**src/rtl/sdram_sched_if.sv**
```systemverilog
// Bundles for the scheduler: the three-channel requester side and the
// single SDRAM controller command port.
interface sdram_req_if #(
  parameter int ADDR_BITS = 22
);
  logic [2:0]             req;
  logic [2:0]             we;
  logic [3*ADDR_BITS-1:0] addr;
  logic [47:0]            wdata;
  logic [5:0]             wmask;
  logic [2:0]             ack;
  logic [2:0]             rvalid;
  logic [15:0]            rdata;

  modport master (output req, we, addr, wdata, wmask, input ack, rvalid, rdata);
  modport slave  (input req, we, addr, wdata, wmask, output ack, rvalid, rdata);
endinterface

interface sdram_mem_if #(
  parameter int ADDR_BITS = 22
);
  logic                 mem_req;
  logic                 mem_refresh;
  logic                 mem_we;
  logic [ADDR_BITS-1:0] mem_addr;
  logic [15:0]          mem_wdata;
  logic [1:0]           mem_wmask;
  logic                 mem_ready;
  logic                 mem_rvalid;
  logic [15:0]          mem_rdata;

  modport master (output mem_req, mem_refresh, mem_we, mem_addr, mem_wdata, mem_wmask,
                  input  mem_ready, mem_rvalid, mem_rdata);
  modport slave  (input  mem_req, mem_refresh, mem_we, mem_addr, mem_wdata, mem_wmask,
                  output mem_ready, mem_rvalid, mem_rdata);
endinterface

```
**src/rtl/sdram_sched.sv**
```systemverilog
// Fixed-priority scheduler of three SDRAM requesters onto one controller port,
// one access outstanding, with owed-refresh bookkeeping and forced refresh.
module sdram_sched #(
  parameter int ADDR_BITS        = 22,
  parameter int REFRESH_INTERVAL = 780,
  parameter int MAX_OWED         = 8
) (
  input  logic        clk,
  input  logic        async_nreset,
  input  logic        refresh_hint,
  sdram_req_if.slave  rq,
  sdram_mem_if.master mem
);

  localparam int CNT_W  = (REFRESH_INTERVAL > 1) ? $clog2(REFRESH_INTERVAL) : 1;
  localparam int OWED_W = $clog2(MAX_OWED + 1);

  typedef enum logic [1:0] {IDLE, ISSUE, RD_WAIT, REF} state_t;

  state_t            state;
  logic [CNT_W-1:0]  int_cnt;
  logic [OWED_W-1:0] owed;
  logic [1:0]        owner;

  logic [1:0] pick;
  logic       tick;
  logic       ref_done;
  logic       owed_full;

  always_comb begin
    // NOTE: default assignment first so every path drives pick and no latch is inferred.
    pick = 2'd0;
    if (rq.req[0])      pick = 2'd0;
    else if (rq.req[1]) pick = 2'd1;
    else if (rq.req[2]) pick = 2'd2;
  end

  assign tick      = (int_cnt == CNT_W'(REFRESH_INTERVAL - 1));
  assign ref_done  = (state == REF) && mem.mem_ready;
  assign owed_full = (owed == OWED_W'(MAX_OWED));

  always_ff @(posedge clk or negedge async_nreset) begin
    if (!async_nreset) begin
      // NOTE: non-blocking assignments throughout so every register samples pre-edge values.
      state           <= IDLE;
      int_cnt         <= '0;
      owed            <= '0;
      owner           <= '0;
      mem.mem_req     <= 1'b0;
      mem.mem_refresh <= 1'b0;
      mem.mem_we      <= 1'b0;
      mem.mem_addr    <= '0;
      mem.mem_wdata   <= '0;
      mem.mem_wmask   <= '0;
      rq.ack          <= '0;
      rq.rvalid       <= '0;
      rq.rdata        <= '0;
    end else begin
      rq.ack    <= '0;
      rq.rvalid <= '0;

      int_cnt <= tick ? '0 : int_cnt + CNT_W'(1);

      // A wrap and a refresh acceptance in the same cycle cancel out.
      if (tick && !ref_done && !owed_full)
        owed <= owed + OWED_W'(1);
      else if (!tick && ref_done)
        owed <= owed - OWED_W'(1);

      case (state)
        IDLE: begin
          if (owed_full || (refresh_hint && owed != '0)) begin
            mem.mem_refresh <= 1'b1;
            state           <= REF;
          end else if (|rq.req) begin
            owner         <= pick;
            mem.mem_we    <= rq.we[pick];
            mem.mem_addr  <= rq.addr[int'(pick)*ADDR_BITS +: ADDR_BITS];
            mem.mem_wdata <= rq.wdata[int'(pick)*16 +: 16];
            mem.mem_wmask <= rq.wmask[int'(pick)*2 +: 2];
            mem.mem_req   <= 1'b1;
            state         <= ISSUE;
          end
        end

        ISSUE: begin
          if (mem.mem_ready) begin
            mem.mem_req <= 1'b0;
            rq.ack      <= 3'b001 << owner;
            state       <= mem.mem_we ? IDLE : RD_WAIT;
          end
        end

        RD_WAIT: begin
          if (mem.mem_rvalid) begin
            rq.rdata  <= mem.mem_rdata;
            rq.rvalid <= 3'b001 << owner;
            state     <= IDLE;
          end
        end

        REF: begin
          if (mem.mem_ready) begin
            mem.mem_refresh <= 1'b0;
            state           <= IDLE;
          end
        end

        default: state <= IDLE;
      endcase
    end
  end

endmodule

```
**src/flat_wrapper.sv**
```systemverilog
// flat-port wrapper written by rule: the top's interface ports become plain ports
module sdram_sched_flat 
#(
  parameter int ADDR_BITS        = 22,
  parameter int REFRESH_INTERVAL = 780,
  parameter int MAX_OWED         = 8
)
  (clk, async_nreset, refresh_hint, rq_req, rq_we, rq_addr, rq_wdata, rq_wmask, rq_ack, rq_rvalid, rq_rdata, mem_mem_req, mem_mem_refresh, mem_mem_we, mem_mem_addr, mem_mem_wdata, mem_mem_wmask, mem_mem_ready, mem_mem_rvalid, mem_mem_rdata);
  sdram_req_if #(.ADDR_BITS(ADDR_BITS)) rq_i ();
  sdram_mem_if #(.ADDR_BITS(ADDR_BITS)) mem_i ();
  input  logic clk;
  input  logic async_nreset;
  input  logic refresh_hint;
  input wire logic [$bits(rq_i.req)-1:0] rq_req;
  input wire logic [$bits(rq_i.we)-1:0] rq_we;
  input wire logic [$bits(rq_i.addr)-1:0] rq_addr;
  input wire logic [$bits(rq_i.wdata)-1:0] rq_wdata;
  input wire logic [$bits(rq_i.wmask)-1:0] rq_wmask;
  output wire logic [$bits(rq_i.ack)-1:0] rq_ack;
  output wire logic [$bits(rq_i.rvalid)-1:0] rq_rvalid;
  output wire logic [$bits(rq_i.rdata)-1:0] rq_rdata;
  output wire logic [$bits(mem_i.mem_req)-1:0] mem_mem_req;
  output wire logic [$bits(mem_i.mem_refresh)-1:0] mem_mem_refresh;
  output wire logic [$bits(mem_i.mem_we)-1:0] mem_mem_we;
  output wire logic [$bits(mem_i.mem_addr)-1:0] mem_mem_addr;
  output wire logic [$bits(mem_i.mem_wdata)-1:0] mem_mem_wdata;
  output wire logic [$bits(mem_i.mem_wmask)-1:0] mem_mem_wmask;
  input wire logic [$bits(mem_i.mem_ready)-1:0] mem_mem_ready;
  input wire logic [$bits(mem_i.mem_rvalid)-1:0] mem_mem_rvalid;
  input wire logic [$bits(mem_i.mem_rdata)-1:0] mem_mem_rdata;
  assign rq_i.req = rq_req;
  assign rq_i.we = rq_we;
  assign rq_i.addr = rq_addr;
  assign rq_i.wdata = rq_wdata;
  assign rq_i.wmask = rq_wmask;
  assign rq_ack = rq_i.ack;
  assign rq_rvalid = rq_i.rvalid;
  assign rq_rdata = rq_i.rdata;
  assign mem_mem_req = mem_i.mem_req;
  assign mem_mem_refresh = mem_i.mem_refresh;
  assign mem_mem_we = mem_i.mem_we;
  assign mem_mem_addr = mem_i.mem_addr;
  assign mem_mem_wdata = mem_i.mem_wdata;
  assign mem_mem_wmask = mem_i.mem_wmask;
  assign mem_i.mem_ready = mem_mem_ready;
  assign mem_i.mem_rvalid = mem_mem_rvalid;
  assign mem_i.mem_rdata = mem_mem_rdata;
  sdram_sched #(.ADDR_BITS(ADDR_BITS), .REFRESH_INTERVAL(REFRESH_INTERVAL), .MAX_OWED(MAX_OWED)) u_core (.clk(clk), .async_nreset(async_nreset), .refresh_hint(refresh_hint), .rq(rq_i), .mem(mem_i));
endmodule
```
**config.mk**
```make
export PLATFORM = sky130hd
export DESIGN_NAME = sdram_sched_flat
export DESIGN_NICKNAME = d
export VERILOG_FILES = /design/src/rtl/sdram_sched_if.sv /design/src/rtl/sdram_sched.sv /design/src/flat_wrapper.sv
export SDC_FILE = /design/constraint.sdc
export NUM_CORES = 1
export LEC_CHECK = 0
export BUFFER_PORTS_ARGS = -buffer_cell sky130_fd_sc_hd__buf_2
export CAP_MARGIN = 20
export CELL_PAD_IN_SITES_DETAIL_PLACEMENT = 0
export CELL_PAD_IN_SITES_GLOBAL_PLACEMENT = 2
export CORE_MARGIN = 4
export CORE_UTILIZATION = 29
export DETAILED_ROUTE_END_ITERATION = 16
export PLACE_DENSITY_LB_ADDON = 0.3
export SLEW_MARGIN = 0
export SYNTH_ARGS = -nofsm -noshare
export SYNTH_HDL_FRONTEND = slang
export SYNTH_SLANG_ARGS = --single-unit
```
**constraint.sdc**
```tcl
create_clock -name clk -period 6.67 [get_ports clk]
set_input_delay 0.3335 -clock clk [delete_from_list [all_inputs] [get_ports clk]]
set_output_delay 0.3335 -clock clk [all_outputs]
set_load 0.05 [all_outputs]
```
======== Word level (Yosys, flattened, before mapping) ========
Index checks and enable logic that the tools add are counted.
word-level totals
  bits in registers ....................... 83
  logic and storage cells ................. 80
operators by class
  $add $sub $neg .......................... 3
  $mul .................................... 1
  magnitude comparators ................... 1
  equal/unequal tests ..................... 12
  shifts and indexed selects .............. 4
  mux-type cells .......................... 25
  bitwise logic cells ..................... 1
  reduce and logical (&&, ||, !) cells .... 20
operators by type and width
  cell                                                                 number
  66-bit by 32-bit variable part select with 22-bit output             1
  48-bit by 7-bit variable part select with 16-bit output              1
  2-bit 2-to-1 mux                                                     9
  3-bit 2-to-1 mux                                                     4
  10-bit by 1-bit adder with 10-bit output (second input constant)     1
  10-bit == test (second input constant)                               1
  10-bit 2-to-1 mux                                                    1
  4-bit 2-to-1 mux                                                     2
  2-bit != test (second input constant)                                4
  2-bit case mux with 4 select lines                                   1
  4-bit AND reduction                                                  2
  2-bit by 4-bit multiplier with 6-bit output (second input constant)  1
  3-bit AND reduction                                                  2
  2-bit nonzero test                                                   3
  6-bit by 4-bit variable part select with 2-bit output                1
  1-bit logical AND                                                    5
  1-bit 2-to-1 mux                                                     5
  4-bit by 1-bit adder with 4-bit output (second input constant)       1
  2-bit == test (second input constant)                                2
  4-bit == test (second input constant)                                1
  2-bit by 1-bit != test with 1-bit output (second input constant)     2
  1-bit case mux with 2 select lines                                   2
  4-bit nonzero test                                                   1
  4-bit by 1-bit subtractor with 4-bit output (second input constant)  1
  11 further kinds                                                     13

======== Logic depth before layout (Yosys ltp) ========
  word-level depth ........................ 6
  depth in mapped cells ................... 10
  mapped depth without buffers ............ 9

======== Worst setup path before layout ========
No wires, ideal clock.
  kind .................................... register to register
  start point ............................. register u_core.int_cnt[0]
  end point ............................... register u_core.owed[3]
  setup time .............................. 0.120 ns
  arrival time ............................ 2.411 ns
  required time ........................... 6.550 ns
  path slack .............................. 4.138 ns
  cell stages (with the launch flop) ...... 11
  path buffers ............................ 1
  period minus slack after synthesis ...... 2.532 ns
  cells stage by stage .................... dfrtp_1 > ha_1 > nand4b_1 > nor4bb_1 > buf_2 > nand2_1 > ha_1 > nand3_1 > and3_1 > mux2_1 > o211a_1
on the way
  word-level cells in the longest chain between the ends .. 4
RTL lines
  what                                                           line                                  source
  from (decl)                                                    sdram_sched.sv:21                     logic [CNT_W-1:0] int_cnt;
  from (signal assigned)                                         sdram_sched.sv:62                     int_cnt <= tick ? '0 : int_cnt + CNT_W'(1);
  10-bit == test *                                               sdram_sched.sv:38                     assign tick = (int_cnt == CNT_W'(REFRESH_INTERVAL - 1));
  1-bit logical AND / 1-bit zero test (equally long branches)    sdram_sched.sv:65, sdram_sched.sv:67
  1-bit logical AND (on tied branches)                           sdram_sched.sv:65, sdram_sched.sv:67
  4-bit 2-to-1 mux / 2-bit nonzero test (equally long branches)  n/a
  to (signal assigned)                                           sdram_sched.sv:66                     owed <= owed + OWED_W'(1);
  to (signal assigned)                                           sdram_sched.sv:68                     owed <= owed - OWED_W'(1);
  to (decl)                                                      sdram_sched.sv:22                     logic [OWED_W-1:0] owed;
Mark *: on every way between the ends. The rest lies on a longest branch, timed or not.
A chain may end at the register's enable or synchronous reset.

======== Worst setup path in the final report ========
  start point ............................. register u_core.owed[0]
  end point ............................... register u_core.mem.mem_wdata[8]
on the way
  word-level cells in the longest chain between the ends .. 5
RTL lines
  what                                    line                  source
  4-bit nonzero test                      sdram_sched.sv:72     if (owed_full || (refresh_hint && owed != '0)) begin
  1-bit logical AND                       sdram_sched.sv:72
  1-bit logical OR *                      sdram_sched.sv:72
  1-bit inverter (no source line) *       n/a
  3-bit AND reduction (no source line) *  n/a
  to (signal assigned)                    sdram_sched.sv:79     mem.mem_wdata <= rq.wdata[int'(pick)*16 +: 16];
  to (decl)                               sdram_sched_if.sv:32  modport master (output mem_req, mem_refresh, mem_we, mem_addr, mem_wdata, mem_wmask,
Marked as above.

==> results.md <==
* Status: finished with violations
* Violated checks: hold timing
* Seq/Total Area, Yosys at about half
* Total number of vias at approximately 3.6k
* FMAX at 370.3 MHz
* DR iter-0 viols at 208
* Worst hold path class: in2async
* Setup Skew at 4.470 ps
* Clock power frac at approximately 17%
* Reg2reg end: u_core.mem.mem_wdata[8]
* Ports at roughly 210
* Die area at 0.01685 mm²
* Worst reg2reg startpoint: u_core.owed[0]
* # port buffers at 211
* Worst Setup SP: u_core.owed[0]
* Switching power at around 1.3 mW
* Max-slew violation count at 0
* Worst slew pin tran at between 900 and 1000 ps
* CP Capture Type: register
* TNS Setup at 0 ps
* Clock root buffer master: clkbuf_16
* DP HPWL at 8931 µm
* Largest fanout on the critical path at 28
* Netlist cell types at 46
* Initial antenna violation count at 1
* Pint at 1.487 mW
* Fin crit share at 40.49%
* GRT Util Overall at about 14%
* DR pass1 iterations at 4
* Hold_ws at -30.66 ps
* Crit path to: u_core.mem.mem_wdata[8]
* Worst EP required at 6880 ps
* Largest net degree at the start of global routing at 84
* Gr ovfl total at 0
* Clock transition at path regs at ~60 ps
* Synthesis-to-layout area growth at 33.78%
* Post_cts resized at 0
* Pre-CTS setup slack at around 3800 ps
* Hold Vio Cnt, Final at 36
* Initial Utilization at 29.61%
* Number of global-route vias before repair at 3650
* Layout cells sized above 1 at 50.17%
* Worst r2r path cells at 5
* Wirelength per Cell at 15.51 µm
* Synthesized Nets at 529
* CP startpoint kind: register
* Die width at 129.8 µm
* Kind of critical path: reg2reg
* Drt drc at 0
* Cell Chain, Critical Path: or3_4 > a21oi_4 > and3b_2 > buf_4 > mux2_1
* R2r setup slk at 3970 ps
* Mapped Cells at approximately 380
* Drt total wl at 11850 µm
* Postcts setup bufs at 0
* RSZ-0062 raised after global routing: false
* Average size of a mapped cell at 11.39 µm²
* # H-tree levels at 3
* Core Area at around 0.015 mm²
* Comb pwr share at ~53%
* Sequential share of power at 30.6%
* Die H at 129.8 µm
* Slowest-stage cell, CP: and3b_2
* CTS tree: done
* Clock Path Buffers at 2
* Vias per cell at ~4.7
* Maxcap violations at 0
* Inserted Diodes at 0
* Final nets at 726
* Yosys reg bits at 83
* Setup violators final at 0
* Static leakage at approximately 2.9 nW
* Pwr/cell area at just under 500 mW/mm²
* Maximum vdd ir drop at 0.1453 mV
* Signal arrival time at the worst endpoint at 2910 ps
* Sw Ratio at 46.66%
* Minimum clock period at 2700 ps
* Placer Congestion at 0.7818
* # hold bufs at CTS at 0
* DRT antenna net count at 0
* CTS sink cnt at 83
* CP peak stage delay at between 500 and 600 ps
* CTS Buf Count at 9
* Core Rows at 44
* Slew margin rel. at 36.25%
* Synthesis Warnings at 0
* Final Worst Setup Slack at roughly 4000 ps
* First-pass GRT wire length at 18460 µm
* Mapped cell area at ~0.0043 mm²
* Worst skew pair latency at around 330 ps
## cells by family (layout without fill, tap and decap cells)
| family | after synthesis | count (layout) | synth area share (%) |
|---|---|---|---|
| flip-flops | 83 | 83 | 48.26 |
| multiplexers | 61 | 61 | 19.36 |
| AO/OA/AOI/OAI | 97 | 97 | 14.62 |
| AND/OR/NAND/NOR | 90 | 90 | 9.913 |
| buffers and inverters | 34 | 236 | 4.680 |
| adder cells (fa/ha/maj) | 4 | 4 | 1.337 |
| XOR/XNOR | 9 | 9 | 1.831 |
## synthesized netlist by cell type (all sizes together)
cell     instances  area [µm²]
a22oi           41       307.8
nor2            13       48.80
nor4b            1       15.01
nand4b           1       8.760
buf              7       100.1
nand3            7       35.03
o211a            1       10.01
a32oi            1       8.760
o21ai           42       210.2
and2             1       6.260
o221ai           1       8.760
inv              6       22.52
fa               1       20.02
o32ai            1       8.760
nand2           46       172.7
o22a             1       8.760
nor4             1       6.260
nor4bb           1       10.01
or3              2       17.52
a21oi            5       36.29
or2              1       6.260
xor2             4       35.03
xnor2            5       43.79
nor3             4       20.02
o21a             1       7.510
and3             3       18.77
and3b            1       8.760
nand4            2       12.51
mux2            61       833.3
a31oi            1       6.260
o2bb2ai          1       8.760
nand2b           2       12.51
clkbuf          21       78.83
o21bai           1       7.510
ha               3       37.54
nor2b            2       12.51
dfrtp           83        2077
nand3b           2       15.01
## through the flow
stage	instances	hold WS, ps	instance area [µm²]	util [%]	power (mW)
after floorplan	378	37.91	4304	-	2.012
after global placement	747	467.2	5449	37.49	2.333
after detailed placement	747	469.9	5449	37.49	2.351
after CTS	763	212.7	5731	39.43	2.832
after global routing	764	4.218	5758	39.62	2.952
final	764	-30.66	5758	39.62	2.787
## cell usage in the layout, fill, tap and decap left out, types with 2 or more instances in the layout
cell / synthesis / layout
a21oi_1: 4 / 4
a22oi_1: 41 / 41
and3_1: 3 / 3
buf_2: 1 / 210
buf_4: 0 / 3
clkbuf_16: 0 / 9
clkbuf_8: 0 / 2
clkinv_2: 0 / 2
clkinvlp_4: 0 / 2
dfrtp_1: 83 / 83
ha_1: 3 / 3
inv_1: 6 / 6
mux2_1: 5 / 5
mux2_2: 17 / 17
mux2_4: 39 / 39
nand2_1: 46 / 46
nand2b_1: 2 / 2
nand3_1: 7 / 7
nand3b_1: 2 / 2
nand4_1: 2 / 2
nor2_1: 13 / 13
nor3_1: 4 / 4
o21ai_0: 40 / 40
o21ai_1: 2 / 2
xnor2_1: 5 / 5
xor2_1: 4 / 4
## worst min path at each step
stage	end	slack, ps
2_1_floorplan	u_core.int_cnt[0]	40
3_3_place_gp	u_core.int_cnt[0]	470
3_5_place_dp	u_core.mem.mem_wdata[9]	470
4_1_cts	u_core.rq.rdata[12]	210
5_1_grt	u_core.rq.rdata[0]	4
6_report	u_core.int_cnt[4]	-30
## final cells by class
class / instances / area [µm²]
Sequential cell: 83 / 2077
Clock inverter: 4 / 25.02
Fill cell: 1454 / 8776
Tap cell: 184 / 230.2
Inverter: 6 / 22.52
Multi-Input combinational cell: 261 / 2046
Clock buffer: 12 / 256.5
Timing Repair Buffer: 214 / 1101
## state kept, by name, indices dropped and copies added, names as in the netlist
name,count
u_core.mem.mem_addr,22
u_core.mem.mem_wdata,16
u_core.rq.rdata,16
u_core.int_cnt,10
u_core.owed,4
u_core.rq.ack,3
u_core.rq.rvalid,3
u_core.mem.mem_wmask,2
u_core.owner,2
u_core.state,2
u_core.mem.mem_refresh,1
u_core.mem.mem_req,1
u_core.mem.mem_we,1
## power groups by stage
stage	Sequential [mW]	Clock [mW]	Combinational, mW
6_report	0.854	0.465	1.47
3_5_place_dp	0.857	0	1.49
4_1_cts	0.857	0.485	1.49
2_1_floorplan	1.49	0	0.526
5_1_grt	0.885	0.509	1.56
3_3_place_gp	0.854	0	1.48
## critical path, delay by kind of cell, from the launching register on
family          cells  cell delay [ps]
buf+inv             1              530
mux                 1              370
simple gates        2              980
compound gates      1              230
flops               1              450
## layer usage
| metal | vias up | GRT usage, % | part of all wire, % |
|---|---|---|---|
| li1 | 1751 | - | - |
| met1 | 1649 | 17.78 | 43 |
| met2 | 144 | 22.51 | 47 |
| met3 | 13 | 4.585 | 8.9 |
| met4 | 2 | 4.768 | 1.2 |
| met5 | - | 0 | 0.11 |
Note: power is estimated with default switching activity, not from simulation.
